--- config.mk ---
export PLATFORM = sky130hd
export DESIGN_NAME = evo_pmux_csr_array
export DESIGN_NICKNAME = d
export VERILOG_FILES = /design/src/rtl/evo_pmux_pkg.sv /design/src/rtl/evo_pmux_port.sv /design/src/rtl/evo_pmux_csr_array.sv
export SDC_FILE = /design/constraint.sdc
export NUM_CORES = 1
export LEC_CHECK = 0
export ABC_CLOCK_PERIOD_IN_PS = 3700
export BUFFER_PORTS_ARGS = -buffer_cell sky130_fd_sc_hd__buf_2
export CAP_MARGIN = 25
export CORE_MARGIN = 5
export CORE_UTILIZATION = 30
export DETAILED_ROUTE_END_ITERATION = 16
export PLACE_DENSITY_LB_ADDON = 0.25
export SLEW_MARGIN = 5
export SYNTH_ARGS = -nofsm -noshare
export SYNTH_HDL_FRONTEND = slang
export SYNTH_HIERARCHICAL = 1
export SYNTH_SLANG_ARGS = --single-unit
export TNS_END_PERCENT = 100
--- constraint.sdc ---
create_clock -name clk -period 3.7 [get_ports clk]
set_clock_uncertainty 0.1 [all_clocks]
set_input_delay 0.185 -clock clk [delete_from_list [all_inputs] [get_ports clk]]
set_output_delay 0.185 -clock clk [all_outputs]
set_load 0.005 [all_outputs]
--- src/rtl/evo_pmux_pkg.sv ---
`default_nettype none
// ============================================================================
// Package  : evo_pmux_pkg
// Brief    : Shared offsets, CTL/STS bit indices and status type for pin-mux CSRs
// Revision : 1.0
// ============================================================================
package evo_pmux_pkg;

    localparam logic [3:0] PMUX_OFS_CTL   = 4'd1;
    localparam logic [3:0] PMUX_OFS_STS   = 4'd2;
    localparam logic [3:0] PMUX_OFS_WRADR = 4'd3;
    localparam logic [3:0] PMUX_OFS_DIR   = 4'd4;
    localparam logic [3:0] PMUX_OFS_OUT   = 4'd5;
    localparam logic [3:0] PMUX_OFS_EN    = 4'd6;
    localparam logic [3:0] PMUX_OFS_IN    = 4'd7;
    localparam logic [3:0] PMUX_OFS_SEL   = 4'd8;

    localparam int PMUX_CTL_COMMIT  = 0;
    localparam int PMUX_CTL_AUTOINC = 1;
    localparam int PMUX_CTL_IRQEN   = 2;
    localparam int PMUX_CTL_REVERT  = 3;

    localparam int PMUX_STS_PENDING = 0;
    localparam int PMUX_STS_CHG     = 1;
    localparam int PMUX_STS_WRAP    = 2;

    typedef struct packed {
        logic wrap;
        logic chg;
        logic pending;
    } pmux_sts_t;

endpackage
`default_nettype wire

--- src/rtl/evo_pmux_port.sv ---
`default_nettype none
// ============================================================================
// Module   : evo_pmux_port
// Brief    : One pin-mux port bank: shadow/live pin regs, select table, input sync
// Revision : 1.0
// ============================================================================
module evo_pmux_port
    import evo_pmux_pkg::*;
#(
    parameter int PINS = 8,
    parameter int SELW = 2
) (
    input  logic                 clk,
    input  logic                 rstn,
    input  logic                 wr_en,
    input  logic [3:0]           ofs,
    input  logic [31:0]          wdata,
    input  logic [PINS-1:0]      pin_in,
    output logic [31:0]          rdata,
    output logic [PINS-1:0]      pin_out,
    output logic [PINS-1:0]      pin_oe,
    output logic [PINS-1:0]      pin_en,
    output logic [PINS*SELW-1:0] sel,
    output logic                 irq_req
);

    localparam int              PTRW       = (PINS > 1) ? $clog2(PINS) : 1;
    localparam logic [PTRW-1:0] c_ptr_last = PTRW'(PINS - 1);
    localparam logic [31:0]     c_pins     = 32'(PINS);

    logic            r_autoinc;
    logic            r_irqen;
    logic [PINS-1:0] r_shd_dir, r_shd_out, r_shd_en;
    logic [PINS-1:0] r_live_dir, r_live_out, r_live_en;
    logic [PTRW-1:0] r_wradr;
    logic [SELW-1:0] r_sel [PINS];
    logic [PINS-1:0] r_sync1, r_sync2, r_sync3;
    pmux_sts_t       r_sts;

    logic        w_wr_ctl, w_wr_sts, w_wr_wradr, w_wr_dir, w_wr_out, w_wr_en, w_wr_sel;
    logic        w_commit, w_revert, w_shadow_wr;
    logic        w_chg_evt, w_wrap_evt;
    logic [31:0] w_wradr_mod;
    logic        w_unused_wdata;

    assign w_wr_ctl    = wr_en && (ofs == PMUX_OFS_CTL);
    assign w_wr_sts    = wr_en && (ofs == PMUX_OFS_STS);
    assign w_wr_wradr  = wr_en && (ofs == PMUX_OFS_WRADR);
    assign w_wr_dir    = wr_en && (ofs == PMUX_OFS_DIR);
    assign w_wr_out    = wr_en && (ofs == PMUX_OFS_OUT);
    assign w_wr_en     = wr_en && (ofs == PMUX_OFS_EN);
    assign w_wr_sel    = wr_en && (ofs == PMUX_OFS_SEL);
    assign w_shadow_wr = w_wr_dir | w_wr_out | w_wr_en;

    // COMMIT takes priority when both action bits arrive in one write
    assign w_commit = w_wr_ctl & wdata[PMUX_CTL_COMMIT];
    assign w_revert = w_wr_ctl & wdata[PMUX_CTL_REVERT] & ~wdata[PMUX_CTL_COMMIT];

    assign w_wradr_mod    = {27'd0, wdata[4:0]} % c_pins;
    assign w_chg_evt      = |(r_sync2 ^ r_sync3);
    assign w_wrap_evt     = w_wr_sel & r_autoinc & (r_wradr == c_ptr_last);
    assign w_unused_wdata = ^wdata;

    always_ff @(posedge clk or negedge rstn) begin
        if (!rstn) begin
            r_autoinc <= 1'b0;
            r_irqen   <= 1'b0;
        end else if (w_wr_ctl) begin
            r_autoinc <= wdata[PMUX_CTL_AUTOINC];
            r_irqen   <= wdata[PMUX_CTL_IRQEN];
        end
    end

    always_ff @(posedge clk or negedge rstn) begin
        if (!rstn) begin
            r_shd_dir  <= '0;
            r_shd_out  <= '0;
            r_shd_en   <= '0;
            r_live_dir <= '0;
            r_live_out <= '0;
            r_live_en  <= '0;
        end else begin
            if (w_commit) begin
                r_live_dir <= r_shd_dir;
                r_live_out <= r_shd_out;
                r_live_en  <= r_shd_en;
            end
            if (w_revert) begin
                r_shd_dir <= r_live_dir;
                r_shd_out <= r_live_out;
                r_shd_en  <= r_live_en;
            end else begin
                if (w_wr_dir) r_shd_dir <= wdata[PINS-1:0];
                if (w_wr_out) r_shd_out <= wdata[PINS-1:0];
                if (w_wr_en)  r_shd_en  <= wdata[PINS-1:0];
            end
        end
    end

    always_ff @(posedge clk or negedge rstn) begin
        if (!rstn) begin
            r_wradr <= '0;
            for (int i = 0; i < PINS; i++) r_sel[i] <= '0;
        end else if (w_wr_wradr) begin
            r_wradr <= w_wradr_mod[PTRW-1:0];
        end else if (w_wr_sel) begin
            r_sel[r_wradr] <= wdata[SELW-1:0];
            if (r_autoinc) begin
                r_wradr <= (r_wradr == c_ptr_last) ? '0 : r_wradr + 1'b1;
            end
        end
    end

    // Stages 1-2 synchronise the pads; stage 3 is the change-detect reference
    always_ff @(posedge clk or negedge rstn) begin
        if (!rstn) begin
            r_sync1 <= '0;
            r_sync2 <= '0;
            r_sync3 <= '0;
        end else begin
            r_sync1 <= pin_in;
            r_sync2 <= r_sync1;
            r_sync3 <= r_sync2;
        end
    end

    always_ff @(posedge clk or negedge rstn) begin
        if (!rstn) begin
            r_sts <= '0;
        end else begin
            if (w_shadow_wr) begin
                r_sts.pending <= 1'b1;
            end else if (w_commit | w_revert) begin
                r_sts.pending <= 1'b0;
            end
            r_sts.chg  <= w_chg_evt  | (r_sts.chg  & ~(w_wr_sts & wdata[PMUX_STS_CHG]));
            r_sts.wrap <= w_wrap_evt | (r_sts.wrap & ~(w_wr_sts & wdata[PMUX_STS_WRAP]));
        end
    end

    always_comb begin
        rdata = '0;
        case (ofs)
            PMUX_OFS_CTL: begin
                rdata[PMUX_CTL_AUTOINC] = r_autoinc;
                rdata[PMUX_CTL_IRQEN]   = r_irqen;
            end
            PMUX_OFS_STS:   rdata[2:0]      = r_sts;
            PMUX_OFS_WRADR: rdata[PTRW-1:0] = r_wradr;
            PMUX_OFS_DIR:   rdata[PINS-1:0] = r_shd_dir;
            PMUX_OFS_OUT:   rdata[PINS-1:0] = r_shd_out;
            PMUX_OFS_EN:    rdata[PINS-1:0] = r_shd_en;
            PMUX_OFS_IN:    rdata[PINS-1:0] = r_sync2;
            PMUX_OFS_SEL:   rdata[SELW-1:0] = r_sel[r_wradr];
            default:        rdata           = '0;
        endcase
    end

    generate
        for (genvar i = 0; i < PINS; i++) begin : g_sel
            assign sel[i*SELW +: SELW] = r_sel[i];
        end
    endgenerate

    assign pin_out = r_live_out;
    assign pin_oe  = r_live_dir;
    assign pin_en  = r_live_en;
    assign irq_req = r_sts.chg & r_irqen;

endmodule
`default_nettype wire

--- src/rtl/evo_pmux_csr_array.sv ---
`default_nettype none
// ============================================================================
// Module   : evo_pmux_csr_array
// Brief    : NPORTS pin-mux CSR banks on the XB CSR bus: decode, read return, irq
// Revision : 1.0
// ============================================================================
module evo_pmux_csr_array
    import evo_pmux_pkg::*;
#(
    parameter int          NPORTS      = 5,
    parameter int          PINS        = 8,
    parameter int          SELW        = 2,
    parameter logic [11:0] BASE_ADDR   = 12'h910,
    parameter logic [11:0] PORT_STRIDE = 12'h010
) (
    input  logic                        clk,
    input  logic                        rstn,
    input  logic [11:0]                 csr_addr,
    input  logic                        csr_wr,
    input  logic                        csr_rd,
    input  logic [31:0]                 csr_wdata,
    output logic [31:0]                 csr_rdata,
    output logic                        csr_rvalid,
    input  logic [NPORTS*PINS-1:0]      pin_in,
    output logic [NPORTS*PINS-1:0]      pin_out,
    output logic [NPORTS*PINS-1:0]      pin_oe,
    output logic [NPORTS*PINS-1:0]      pin_en,
    output logic [NPORTS*PINS*SELW-1:0] pmux_sel,
    output logic                        irq
);

    logic [11:0]       w_rel;
    logic [NPORTS-1:0] w_hit;
    logic [NPORTS-1:0] w_bank_irq;
    logic [31:0]       w_bank_rdata [NPORTS];
    logic [31:0]       w_rd_mux;

    logic [31:0]       r_rdata;
    logic              r_rvalid;
    logic              r_irq;

    assign w_rel = csr_addr - BASE_ADDR;

    generate
        for (genvar p = 0; p < NPORTS; p++) begin : g_bank
            localparam logic [11:0] c_lo = 12'(p) * PORT_STRIDE;

            // Addresses below the bank base wrap to large values and miss
            logic [11:0] w_bank_rel;
            assign w_bank_rel = w_rel - c_lo;
            assign w_hit[p]   = (w_bank_rel >= 12'd1) && (w_bank_rel <= 12'd8);

            evo_pmux_port #(
                .PINS (PINS),
                .SELW (SELW)
            ) u_port (
                .clk     (clk),
                .rstn    (rstn),
                .wr_en   (csr_wr & w_hit[p]),
                .ofs     (w_bank_rel[3:0]),
                .wdata   (csr_wdata),
                .pin_in  (pin_in[p*PINS +: PINS]),
                .rdata   (w_bank_rdata[p]),
                .pin_out (pin_out[p*PINS +: PINS]),
                .pin_oe  (pin_oe[p*PINS +: PINS]),
                .pin_en  (pin_en[p*PINS +: PINS]),
                .sel     (pmux_sel[p*PINS*SELW +: PINS*SELW]),
                .irq_req (w_bank_irq[p])
            );
        end
    endgenerate

    always_comb begin
        w_rd_mux = '0;
        for (int p = 0; p < NPORTS; p++) begin
            if (w_hit[p]) w_rd_mux = w_rd_mux | w_bank_rdata[p];
        end
    end

    always_ff @(posedge clk or negedge rstn) begin
        if (!rstn) begin
            r_rdata  <= '0;
            r_rvalid <= 1'b0;
            r_irq    <= 1'b0;
        end else begin
            if (csr_rd) r_rdata <= w_rd_mux;
            r_rvalid <= csr_rd;
            r_irq    <= |w_bank_irq;
        end
    end

    assign csr_rdata  = r_rdata;
    assign csr_rvalid = r_rvalid;
    assign irq        = r_irq;

endmodule
`default_nettype wire

==> implementation parameters <==
Parameter                              Value

Global routing
  Global router's overall resource usage ... 0.1849
  Maximum number of pins on one net before global-route repair ... 104
  Number of antenna violations at the first check in global routing ... 2
  Total overflow reported by the global router ... 0
  First-pass GRT wire length ... 136100 um
  Vias in the first global route ... roughly 21000

Setup path
  CP most frequent cell ... buf_4
  Path depth of the worst reg2reg path ... 5
  CP Max Fanout ... 17
  Required time worst endpoint ... between 4 and 5 ns
  CP max stage delay ... 0.54 ns
  Worst path slowest cell ... or3b_2
  Arrival time worst endpoint ... 3.49 ns
  Category of the critical setup timing path ... input pin to register
  Register-to-Register Setup Slack ... 0.99 ns
  Critical path endpoint category ... register
  Ordered list of cells on the worst path ... buf_2 -> buf_4 -> inv_4 -> ha_4 -> xor2_4 -> inv_2 -> ha_2 -> nor2b_1 -> o32ai_1 -> a21oi_1 -> a2111oi_4 -> and2_4 -> or3b_2 -> buf_4 -> nor4_1 -> a31oi_1
  Setup crit start kind ... input pin

Drt
  Post-detailed-route wirelength per cell ... 23.07 um
  Number of DRC violations after detailed-routing iteration 0 ... 1614
  Post-DR vias/cell ... 5.263
  Antenna viol nets, final ... 0
  DR pass1 iterations ... 5
  Final wirelength ... 90050 um
  Routed vias ... 20543
  Total DRC errors in the routed layout ... 0

Floorplan
  Std-Cell Core Area ... 87970 sq um
  Overall die height ... between 300 and 400 um
  Width of the chip ... 307.0 um
  Die Footprint ... 94230 sq um
  Initial Util ... 0.3008
  # IOs ... 322
  Std cell rows ... 109

Logic synthesis
  Number of flops mapped to enable cells by yosys ... 0
  Fraction of registers with async set/reset ... 1.000
  Post-synthesis cell area ... 26460 sq um
  Largest family of logic cells by synthesized area ... multiplexers
  Top cells by area, synth ... dfrtp_1 49%, mux2_2 9.0%, mux4_2 4.9%
  Register bit count reported by yosys ... 514
  Area fraction in compound gates after synthesis ... 0.1095
  Syn Inst Count ... 2349
  Main flop type after synthesis ... dfrtp_1
  Proportion of synthesized area in mux cells ... 0.1592
  Area share of the leading cell type in the synthesized netlist ... 0.4861
  Simple-Gate Fraction of Synth Area ... 0.1457
  Synth warn ... 6
  Post-Synth XOR/XNOR Area ... 0.01575
  Area leader, netlist ... dfrtp_1
  Fraction of the mapped netlist area in adder cells ... 0.009931
  Mean instance size in the synthesized netlist ... ~11 sq um
  Unique cell type count in the Yosys netlist ... 77
  Share of the yosys chip area belonging to registers ... 0.4861

Timing
  Unrepaired setup endpoints after global routing ... false
  Min Hold Slack ... 0.04506 ns
  Achievable clock frequency ... roughly 320 MHz
  Number of slew-limit violations in the final report ... 0
  Final worst path period share ... 0.8331
  Count of final hold-check violations ... 0
  Relative max-transition margin ... 0.3147
  Clock period minus final worst setup slack ... between 3 and 4 ns
  Number of failing setup endpoints in the final timing report ... 0
  Slew at the pin with the worst max-slew slack ... between 1 and 1.5 ns

Clock network
  Master cell of the clock root buffer ... clkbuf_16
  Clock-pin transition on the worst setup and hold timing paths ... 0.07 ns
  Later-pin clock latency in the skew report ... 0.65 ns
  Inserted Clock Buffers ... 60
  Largest buffer count on any clock path ... 3
  TritonCTS clock tree ... built
  H-tree Lvls ... 2
  CTS Sinks ... between 500 and 600

Final layout
  Post-route cell area ... 32050 sq um
  Synth-to-Final Area Change ... 21.15%
  Final #Nets ... 2796
  Final design utilization ... 0.3644
  Share of final-layout standard cells stronger than drive strength 1 ... 0.3212

Worst hold path
  Worst Hold Class ... input pin to register
  Number of cells traversed by the worst hold path ... 3

Power
  PwrDens ... 410.5 nW/um^2
  Power Total ... 0.01316 W
  Pleak ... 14.45 nW
  IR drop worst, VDD ... 0.3764 mV

Placed design
  Placed wire-length estimate after detailed placement ... 61870 um
  Weighted congestion at the end of routability-driven global placement ... 0.8267
  Number of buffers inserted by port buffering ... 297
  Area after detailed placement ... approximately 29000 sq um

Job
  Max-Cap Viols ... 0

Outcome
  Outcome ... completed
[timing repair]
item	CTS	global route
endpoints found under the hold margin	140	0
setup buffers	0	0
hold buffers	44	0
gates resized for setup	0	0
[worst max-delay path, delay by kind of cell]
family	cells	cell delay, ns
buffers and inverters	5	0.66
AND/OR/NAND/NOR	4	1.24
adder cells (fa/ha/maj)	2	0.38
XOR/XNOR	1	0.24
AO/OA/AOI/OAI	4	0.76
[layer usage]
layer	track usage	vias up	wire [um]
met5	0	-	13
met4	0.07778	2	4084
met3	0.03712	163	5386
met2	0.3001	657	42660
met1	0.2425	10499	37900
li1	-	9222	-
[synth_stat cells, drive strengths merged (19+ instances only)]
cell,n
xnor2,44
buf,188
and2,35
clkbuf,131
o211ai,20
nand2b,26
nand2,69
nor3,29
a221oi,39
mux4,58
nand3,122
nor2,83
mux2,219
dfrtp,514
nand4,60
nand3b,19
inv,37
ha,21
nor4,96
a21oi,28
mux2i,41
a31oi,127
o21ai,122
a32oi,23
nor2b,57
[sequential cells by signal, summed over array words and instances, names as in the netlist, 5 cells and up]
register	flops
csr_rdata	32
g_bank.u_port/pin_en	40
g_bank.u_port/pin_oe	40
g_bank.u_port/pin_out	40
g_bank.u_port/r_autoinc	5
g_bank.u_port/r_irqen	5
g_bank.u_port/r_shd_dir	40
g_bank.u_port/r_shd_en	40
g_bank.u_port/r_shd_out	40
g_bank.u_port/r_sts	15
g_bank.u_port/r_sync1	40
g_bank.u_port/r_sync2	40
g_bank.u_port/r_sync3	40
g_bank.u_port/r_wradr	15
g_bank.u_port/sel	80
[path summary, 6_finish.rpt]
check,from,to
max in group asynchronous,rstn,g_bank[3].u_port/sel[0]$_DFFE_PN0P_
max reg2reg,g_bank[3].u_port/r_wradr[0]$_DFFE_PN0P_,csr_rdata[1]$_DFFE_PN0P_
min,csr_wdata[6],g_bank[3].u_port/r_shd_dir[6]$_DFFE_PN0P_
max,csr_addr[4],g_bank[2].u_port/r_shd_dir[6]$_DFFE_PN0P_
min reg2reg,g_bank[4].u_port/r_sync1[3]$_DFF_PN0_,g_bank[4].u_port/r_sync2[3]$_DFF_PN0_
min in group asynchronous,rstn,g_bank[4].u_port/pin_oe[5]$_DFFE_PN0P_
[where the power goes]
group,internal (W),switching [W]
Sequential,0.00572,0.0000706
Combinational,0.000323,0.000643
Clock,0.00382,0.00258
Total,0.00986,0.00329
[per-stage QoR]
stage	setup slack, ns	setup TNS (ns)	std cells
2_1_floorplan	-0.008867	-0.09732	2464
3_3_place_gp	0.02312	0	3746
3_5_place_dp	-0.01793	-0.03451	3746
4_1_cts	0.6625	0	3902
5_1_grt	0.4346	0	3903
6_report	0.6176	0	3903
[layout make-up]
class | instances | area, sq um
Fill cell | 8652 | 55910
Sequential cell | 514 | 12860
Multi-Input combinational cell | 1594 | 12230
Timing Repair Buffer | 480 | 3201
Clock buffer | 78 | 1659
Tap cell | 1165 | 1458
Clock inverter | 34 | 496.7
Inverter | 37 | 143.9
Antenna cell | 1 | 2.502
[cells in the final DEF (no fill, tap or decap), drive strengths merged, types with 21 or more instances in the layout]
cell / n
nand4: 60
inv: 41
nor2b: 57
buf: 436
nand3: 122
dfrtp: 514
mux2: 219
conb: 120
nor4: 96
ha: 21
clkbuf: 78
a221oi: 39
nand2: 69
dlygate4sd3: 44
mux4: 58
o21ai: 122
a32oi: 23
xnor2: 44
a21oi: 28
a31oi: 127
mux2i: 41
nor3: 29
and2: 35
nor2: 83
nand2b: 26
[cells by family (layout without fill, tap and decap cells)]
family | Yosys count | count (layout)
buf+inv | 356 | 629
fa+ha+maj | 21 | 21
xor+xnor | 46 | 46
other cells | 5 | 121
simple gates | 662 | 662
mux | 318 | 318
flops | 514 | 514
compound gates | 427 | 427
(Power assumes the default switching activity.)
